$ cat src/rtl/prog_loader_if.sv
// Byte-stream input and instruction-RAM write port of the program loader.
// master: byte source / RAM side; slave: the loader itself.
interface prog_loader_if #(
  parameter int unsigned ADDR_W = 4,
  parameter int unsigned DATA_W = 8
) ();

  logic              in_valid;
  logic [DATA_W-1:0] in_data;
  logic              in_ready;
  logic              wr_en;
  logic [ADDR_W-1:0] wr_addr;
  logic [DATA_W-1:0] wr_data;

  modport master (
    output in_valid,
    output in_data,
    input  in_ready,
    input  wr_en,
    input  wr_addr,
    input  wr_data
  );

  modport slave (
    input  in_valid,
    input  in_data,
    output in_ready,
    output wr_en,
    output wr_addr,
    output wr_data
  );

endinterface

$ cat src/rtl/prog_loader.sv
// Program loader: takes a length-prefixed byte stream, writes it into the
// instruction RAM, pads the rest with FILL_WORD and holds the CPU in reset
// until the image is complete.
// Optional build macro LOADER_CHECKSUM_EN adds a trailing checksum byte
// (mod-256 sum of length and data bytes) that must match before release.
module prog_loader #(
  parameter int unsigned       DEPTH     = 16,
  parameter int unsigned       ADDR_W    = 4,
  parameter int unsigned       DATA_W    = 8,
  parameter logic [DATA_W-1:0] FILL_WORD = 8'hF0
) (
  input  logic           clk,
  input  logic           reset,
  input  logic           start_i,
  prog_loader_if.slave   bus,
  output logic           cpu_reset_o,
  output logic           busy_o,
  output logic           done_o,
  output logic           error_o
);

  localparam logic [2:0] StIdle = 3'd0;
  localparam logic [2:0] StLen  = 3'd1;
  localparam logic [2:0] StData = 3'd2;
  localparam logic [2:0] StFill = 3'd3;
  localparam logic [2:0] StRun  = 3'd4;
  localparam logic [2:0] StErr  = 3'd5;
  localparam logic [2:0] StCsum = 3'd6;

  localparam logic [DATA_W-1:0] DepthD = DATA_W'(DEPTH);
  localparam logic [ADDR_W:0]   DepthC = (ADDR_W + 1)'(DEPTH);

`ifdef LOADER_CHECKSUM_EN
  localparam logic [2:0] StAfterLoad = StCsum;
`else
  localparam logic [2:0] StAfterLoad = StRun;
`endif

  logic [2:0]        state_q, state_d;
  // One bit wider than an address so it can sit at DEPTH once every
  // address has been written; only the low bits ever reach wr_addr.
  logic [ADDR_W:0]   cnt_q, cnt_d;
  logic [ADDR_W:0]   len_q, len_d;
  logic              in_ready_q, in_ready_d;
  logic              wr_en_q, wr_en_d;
  logic [ADDR_W-1:0] wr_addr_q, wr_addr_d;
  logic [DATA_W-1:0] wr_data_q, wr_data_d;
  logic              cpu_reset_q, cpu_reset_d;
  logic              busy_q, busy_d;
  logic              done_q, done_d;
  logic              error_q, error_d;
  logic              accept;
`ifdef LOADER_CHECKSUM_EN
  logic [DATA_W-1:0] sum_q, sum_d;
`endif

  assign accept = bus.in_valid & in_ready_q;

  // Next-state, counter and write-port decisions.
  always_comb begin
    state_d   = state_q;
    cnt_d     = cnt_q;
    len_d     = len_q;
    wr_en_d   = 1'b0;
    wr_addr_d = wr_addr_q;
    wr_data_d = wr_data_q;
`ifdef LOADER_CHECKSUM_EN
    sum_d     = sum_q;
`endif
    case (state_q)
      StIdle, StRun, StErr: begin
        if (start_i) begin
          state_d = StLen;
          cnt_d   = '0;
`ifdef LOADER_CHECKSUM_EN
          sum_d   = '0;
`endif
        end
      end
      StLen: begin
        if (accept) begin
          if (bus.in_data == '0 || bus.in_data > DepthD) begin
            state_d = StErr;
          end else begin
            len_d   = bus.in_data[ADDR_W:0];
            state_d = StData;
`ifdef LOADER_CHECKSUM_EN
            sum_d   = sum_q + bus.in_data;
`endif
          end
        end
      end
      StData: begin
        if (accept) begin
          wr_en_d   = 1'b1;
          wr_addr_d = cnt_q[ADDR_W-1:0];
          wr_data_d = bus.in_data;
          cnt_d     = cnt_q + 1'b1;
`ifdef LOADER_CHECKSUM_EN
          sum_d     = sum_q + bus.in_data;
`endif
          if ((cnt_q + 1'b1) == len_q) state_d = StFill;
        end
      end
      StFill: begin
        // A full-length load arrives here with cnt already at DEPTH and just
        // spends one cycle, so the last write lands before the CPU is freed.
        if (cnt_q == DepthC) begin
          state_d = StAfterLoad;
        end else begin
          wr_en_d   = 1'b1;
          wr_addr_d = cnt_q[ADDR_W-1:0];
          wr_data_d = FILL_WORD;
          cnt_d     = cnt_q + 1'b1;
        end
      end
`ifdef LOADER_CHECKSUM_EN
      StCsum: begin
        if (accept) state_d = (bus.in_data == sum_q) ? StRun : StErr;
      end
`endif
      default: state_d = StIdle;
    endcase
  end

  // Status outputs are decoded from the next state so they register in step.
  always_comb begin
    in_ready_d  = (state_d == StLen) || (state_d == StData) || (state_d == StCsum);
    busy_d      = (state_d == StLen) || (state_d == StData) || (state_d == StFill) ||
                  (state_d == StCsum);
    done_d      = (state_d == StRun);
    error_d     = (state_d == StErr);
    cpu_reset_d = (state_d != StRun);
  end

  // State and registered outputs.
  always_ff @(posedge clk or posedge reset) begin
    if (reset) begin
      state_q     <= StIdle;
      cnt_q       <= '0;
      len_q       <= '0;
      in_ready_q  <= 1'b0;
      wr_en_q     <= 1'b0;
      wr_addr_q   <= '0;
      wr_data_q   <= '0;
      cpu_reset_q <= 1'b1;
      busy_q      <= 1'b0;
      done_q      <= 1'b0;
      error_q     <= 1'b0;
`ifdef LOADER_CHECKSUM_EN
      sum_q       <= '0;
`endif
    end else begin
      state_q     <= state_d;
      cnt_q       <= cnt_d;
      len_q       <= len_d;
      in_ready_q  <= in_ready_d;
      wr_en_q     <= wr_en_d;
      wr_addr_q   <= wr_addr_d;
      wr_data_q   <= wr_data_d;
      cpu_reset_q <= cpu_reset_d;
      busy_q      <= busy_d;
      done_q      <= done_d;
      error_q     <= error_d;
`ifdef LOADER_CHECKSUM_EN
      sum_q       <= sum_d;
`endif
    end
  end

  assign bus.in_ready = in_ready_q;
  assign bus.wr_en    = wr_en_q;
  assign bus.wr_addr  = wr_addr_q;
  assign bus.wr_data  = wr_data_q;
  assign cpu_reset_o  = cpu_reset_q;
  assign busy_o       = busy_q;
  assign done_o       = done_q;
  assign error_o      = error_q;

endmodule
$ cat src/flat_wrapper.sv
// flat-port wrapper written by rule: the top's interface ports become plain ports
module prog_loader_flat 
#(
  parameter int unsigned       DEPTH     = 16,
  parameter int unsigned       ADDR_W    = 4,
  parameter int unsigned       DATA_W    = 8,
  parameter logic [DATA_W-1:0] FILL_WORD = 8'hF0
)
  (clk, reset, start_i, cpu_reset_o, busy_o, done_o, error_o, bus_in_valid, bus_in_data, bus_in_ready, bus_wr_en, bus_wr_addr, bus_wr_data);
  prog_loader_if #(.ADDR_W(ADDR_W), .DATA_W(DATA_W)) bus_i ();
  input  logic clk;
  input  logic reset;
  input  logic start_i;
  output logic cpu_reset_o;
  output logic busy_o;
  output logic done_o;
  output logic error_o;
  input wire logic [$bits(bus_i.in_valid)-1:0] bus_in_valid;
  input wire logic [$bits(bus_i.in_data)-1:0] bus_in_data;
  output wire logic [$bits(bus_i.in_ready)-1:0] bus_in_ready;
  output wire logic [$bits(bus_i.wr_en)-1:0] bus_wr_en;
  output wire logic [$bits(bus_i.wr_addr)-1:0] bus_wr_addr;
  output wire logic [$bits(bus_i.wr_data)-1:0] bus_wr_data;
  assign bus_i.in_valid = bus_in_valid;
  assign bus_i.in_data = bus_in_data;
  assign bus_in_ready = bus_i.in_ready;
  assign bus_wr_en = bus_i.wr_en;
  assign bus_wr_addr = bus_i.wr_addr;
  assign bus_wr_data = bus_i.wr_data;
  prog_loader #(.DEPTH(DEPTH), .ADDR_W(ADDR_W), .DATA_W(DATA_W), .FILL_WORD(FILL_WORD)) u_core (.clk(clk), .reset(reset), .start_i(start_i), .bus(bus_i), .cpu_reset_o(cpu_reset_o), .busy_o(busy_o), .done_o(done_o), .error_o(error_o));
endmodule
$ cat config.mk
export PLATFORM = sky130hd
export DESIGN_NAME = prog_loader_flat
export DESIGN_NICKNAME = d
export VERILOG_FILES = /design/src/rtl/prog_loader_if.sv /design/src/rtl/prog_loader.sv /design/src/flat_wrapper.sv
export SDC_FILE = /design/constraint.sdc
export NUM_CORES = 1
export LEC_CHECK = 0
export ABC_AREA = 0
export BUFFER_PORTS_ARGS = -buffer_cell sky130_fd_sc_hd__buf_2
export CAP_MARGIN = 10
export CELL_PAD_IN_SITES_DETAIL_PLACEMENT = 1
export CELL_PAD_IN_SITES_GLOBAL_PLACEMENT = 1
export CORE_MARGIN = 5
export CORE_UTILIZATION = 38
export DETAILED_ROUTE_END_ITERATION = 16
export PLACE_DENSITY = 0.84
export SLEW_MARGIN = 5
export SYNTH_ARGS = -nofsm -noshare
export SYNTH_HDL_FRONTEND = slang
export SYNTH_SLANG_ARGS = --single-unit
$ cat constraint.sdc
create_clock -name clk -period 1.65 [get_ports clk]
set_input_delay 0.0825 -clock clk [delete_from_list [all_inputs] [get_ports clk]]
set_output_delay 0.0825 -clock clk [all_outputs]
set_load 0.01 [all_outputs]
# After elaboration in Yosys (flattened, before gate mapping)
# Cells that the tools add are included.
# Widths: inputs -> output; s select.
# word_totals
ff_bits,31
latchBits,0
ram_bits,0
rom_bits,0
input_bits,12
out_inout_bits,18
wordCells,65
mem_count,0
# op_classes
addsub,1
n_mul,0
div,0
n_lt_le_gt_ge,1
n_eq_ne,17
n_shift,0
n_mux,20
n_bitwise,2
reduce_logical,13
# op_table
op,count
$mux 3,6
$mux 8,2
$pmux 8 s2,1
$eq 3x3->1 const B,5
$mux 5,3
$pmux 5 s3,1
$eq 3x2->1 const B,4
$pmux 3 s4,1
$gt 8x5->1 const B,1
$logic_not 8->1,1
$mux 4,2
$pmux 4 s2,1
$eq 3x1->1 const B,2
$reduce_and 3->1,2
$add 5x1->5 const B,1
$eq 5x5->1,1
$eq 5x5->1 const B,1
$logic_or 1x1->1,5
$ne 2x2->1 const B,2
$reduce_and 4->1,1
$logic_not 3->1,1
$ne 3x3->1 const B,1
$reduce_bool 3->1,1
$reduce_or 3->1,1
other kinds (6),7

# Depth between registers and ports, before layout
# logic_depth
depth_word,9
ltp_mapped,9
mapped_depth_nobuf,8

# Worst setup path after synthesis
# Ideal clock, no wire load.
# synth_path
kind,reg-to-reg
from,register u_core.cnt_q[0]
to,register u_core.wr_data_q[0] (netlist: u_core.bus.wr_data[0])
setup_ps,121
t_arrival_ps,1738
slack_ps,-209
stages_incl_launch_ff,9
path_buffers,2
synth_period_minus_slack_ps,1859
path_cell_list,dfrtp_1 > inv_1 > ha_1 > nor4bb_4 > and2_4 > or3_1 > buf_6 > buf_6 > a22o_1
# synth_via
elab_chain_cells,3
# synth_rtl
element,line_no,rtl
"start, declared",prog_loader.sv:42,"logic [ADDR_W:0] cnt_q, cnt_d;"
"start signal, assigned",prog_loader.sv:155,cnt_q <= cnt_d;
$eq 5x5->1,prog_loader.sv:108,if (cnt_q == DepthC) begin
$ne 2x2->1 (no source line),-,
$reduce_and 3->1 (no source line),-,
"end signal, assigned",prog_loader.sv:160,wr_data_q <= wr_data_d;
"end, declared",prog_loader.sv:47,"logic [DATA_W-1:0] wr_data_q, wr_data_d;"
# Every way passes these cells.
# A chain may end at the register's enable or synchronous reset.

# Worst setup path after layout
# layout_path
from,register u_core.cnt_q[1]
to,register u_core.cnt_q[2]
# layout_via
elab_chain_cells,3
# layout_rtl
element,line_no
$add 5x1->5 / $eq 5x5->1 (equally long branches),"prog_loader.sv:98, prog_loader.sv:114, prog_loader.sv:108"
"$mux 5, or another cell as far along",prog_loader.sv:108
$pmux 5 s3 / $reduce_and 4->1 (equally long branches),-
# Parallel ways exist; a longest one is shown, timed or not. The select of a mux whose other input is x is not followed.

==> results.cfg <==
[pwr]
p_leak_nw = 1.01
max-vdd-ir-drop_uv = 894
p_per_area_mw_per_mm2 = 1440

[sta]
slew_violations = 0
final.setup_skew_ns = 0.00487
layout_min_cycle_time_ns = 1.75
rsz0062_at_grt = true
hold_viol = 0
setup_violations = 16
worst_slack_ns = -0.0976
period_share = 1.06
tightest_slew_ns = 0.549
fmaxAchievable_mhz = 572
slew-limit-headroom = 0.631

[global_route]
grt-ovfl-total = 0
grt_pass1_vias = 1414
grt_use_met3 = 0.0505
grt_max_degree = 32
grt_use_total = 0.189
grt-busiest-layer = met2
antenna_found_initial = 0
globalRouteMet2Util = 0.347
grt_first_pass_wirelength_um = 7140
grt_use_met1 = 0.200

[critical_path]
worstReg2RegStart = u_core.cnt_q[1]
cp_data_required_time_ns = 1.87
crit_chain = inv_2 -> ha_4 -> nor4bb_4 -> and2_4 -> or3_4 -> buf_12 -> nor3b_2 -> a21o_1
cp-start-kind = register
worst_path_largest_cell_delay_ns = 0.38
worst-setup-path-type = register to register
reg2reg_slack_ns = -0.1
cp-startpoint = u_core.cnt_q[1]
critical_path.max_fanout = 8
end_kind = register
crit_arrival_ns = 1.97
crit_path_top_delay_cell = dfrtp_1

[clock_tree]
clk_pin_slew_worst_paths_ns = 0.06
clock_path_buffers = 2
tritoncts = built
cts_buffers = 5
clk_latency_ns = 0.28
htreeDepth = 2
cts_sinks = 31
clockRootBuffer = clkbuf_8

[finish]
fin_area_mm2 = 0.00208
fillers = 403
drive_above_1_share = 0.551
register_area_um2 = 781
multiInputGateArea_um2 = 739
areaGrowthSynthToFinish_pct = 44.5
fin_cells = 235
antennaDiodeCount = 0
num-nets-final = 202

[synth]
syn_avg_cell_area_um2 = 11.4
muxShareOfSynthArea = 0.0390
ys_seq_area_frac = 0.539
syn_area_mm2 = 0.00144
synth_xor_area_frac = 0.0668
synthDistinctLibCells = 38
synth-seq-cells = 31
yosys.area_share.simple = 0.166
synth_edf_count = 0
synth_compound_area_frac = 0.130
synth_fa_ha_area_frac = 0.0173
syn_nets = 140
ys_warn_count = 0
synth_top_family_by_area = simple AND/OR/NAND/NOR gates
synth-main-ff-cell = dfrtp_1
async_reset_ff_frac = 1.00
synth_cells = 126

[placed_design]
io_buffers = 29
placed_area_mm2 = 0.00177
dp_hpwl_um = 2940
place_congestion = 0.867
dp.cells = 219

[die]
rows = 22
die-area_mm2 = 0.00513
die_y_um = 71.6
die_w_um = 71.6
core_mm2 = 0.00366
start_util = 0.394
io_pins = 30

[route]
drt-pass1-iter-count = 4
postRouteWirelength_um = 4420
drtIter0Drc = 89
ant_nets = 0
routedWlPerCell_um = 18.8
vias_per_cell = 5.24
drc = 0
vias = 1231

[flow_run]
drv_cap = 0

[outcome]
status = complete, but fails checks
violations = setup timing

[worst_hold_path]
worstHoldStart = bus_in_data[3]
hold_class = primary input to register
[cell type report]
type / instances / share of cell area
repair buffers: 59 / 0.190
well taps: 48 / 0.0288
clock buffers: 6 / 0.0348
inverters: 6 / 0.0168
flip-flops and latches: 31 / 0.375
multi-input cells: 85 / 0.355
[cell families (layout without fill, tap and decap cells)]
group,count (synthesis),count (layout)
AO/OA/AOI/OAI,25,25
adder cells (fa/ha/maj),2,2
buffers and inverters,10,71
AND/OR/NAND/NOR,42,42
XOR/XNOR,11,11
flip-flops,31,31
multiplexers,5,5
[state kept, by name, indices dropped and copies added (netlist names)]
register             flops
u_core.error_o           1
u_core.cnt_q             5
u_core.cpu_reset_o       1
u_core.done_o            1
u_core.bus.wr_addr       4
u_core.bus.wr_data       8
u_core.bus.in_ready      1
u_core.state_q           3
u_core.bus.wr_en         1
u_core.busy_o            1
u_core.len_q             5
[path summary, 6_finish.rpt]
check / cells after the start / to
min in group asynchronous: 4 / u_core.bus.wr_data[1]
min: 2 / u_core.bus.wr_data[3]
max reg2reg: 8 / u_core.cnt_q[2]
min reg2reg: 1 / u_core.bus.wr_data[4]
max in group asynchronous: 4 / u_core.cpu_reset_o
max: 8 / u_core.cnt_q[2]
[layer usage]
layer  wire [µm]  share of wire
met1        1750           0.40
met2        2310           0.52
met3         239          0.054
met4         124          0.028
met5           0              0
[power by group]
part	switching (mW)	leakage, nW	internal (mW)
Combinational	0.642	0.575	0.651
Sequential	0.169	0.399	1.01
Clock	0.252	0.0371	0.280
[stage by stage]
step | util | hold slack, ns | setup TNS [ns] | total power, mW | setup slack, ns
floorplan | - | 0.185 | -1.57 | 1.77 | -0.184
global placement | 0.483 | 0.171 | -0.729 | 2.16 | -0.0899
detailed placement | 0.483 | 0.195 | -2.65 | 2.24 | -0.174
CTS | 0.544 | 0.0639 | -0.544 | 2.92 | -0.0693
global route | 0.569 | 0.0770 | -1.93 | 3.18 | -0.176
finish | 0.569 | 0.0639 | -0.783 | 3.01 | -0.0976
[critical path: cells and delay by family, from the launching register on]
family                   cells  cell delay, ns
AO/OA/AOI/OAI                1            0.10
adder cells (fa/ha/maj)      1            0.15
buffers and inverters        2            0.24
flip-flops                   1            0.38
AND/OR/NAND/NOR              4            0.82
[placed cells by master (no fill, tap or decap), drive strengths merged]
cell,n
buf,58
dfrtp,30
nand2,18
xnor2,8
o21ai,7
clkbuf,6
a22o,5
mux2,5
inv,5
o22a,4
nor4,4
xor2,3
nor2,3
nand3,3
nor3,3
or3,2
o21bai,2
nand2b,2
and2,2
ha,2
nor4bb,1
a21oi,1
clkinv,1
nor2b,1
o22ai,1
o41ai,1
nand4,1
o31a,1
and3b,1
a221oi,1
o31ai,1
nor3b,1
a21o,1
dlygate4sd3,1
dfstp,1
[timing repair]
item                                    CTS  global route
hold buffers                              1             0
gates resized for setup                  22            24
hold endpoints to repair                 30             0
pin swaps                                13            14
gates cloned                              1             0
buffers inserted                          8             2
endpoints found under the setup margin   26            28
[cells in the mapped netlist, drive strengths merged, types with 2 or more instances]
cell / n / share of area
dfrtp: 30 / 0.52
nand2: 18 / 0.047
xnor2: 8 / 0.049
o21ai: 7 / 0.024
inv: 6 / 0.016
a22o: 5 / 0.030
mux2: 5 / 0.039
nor4: 4 / 0.022
o22a: 4 / 0.024
buf: 3 / 0.023
nand3: 3 / 0.010
nor2: 3 / 0.0078
nor3: 3 / 0.010
xor2: 3 / 0.018
and2: 2 / 0.010
ha: 2 / 0.017
nand2b: 2 / 0.0087
o21bai: 2 / 0.010
or3: 2 / 0.012
Note: power is estimated with default switching activity, not from simulation.
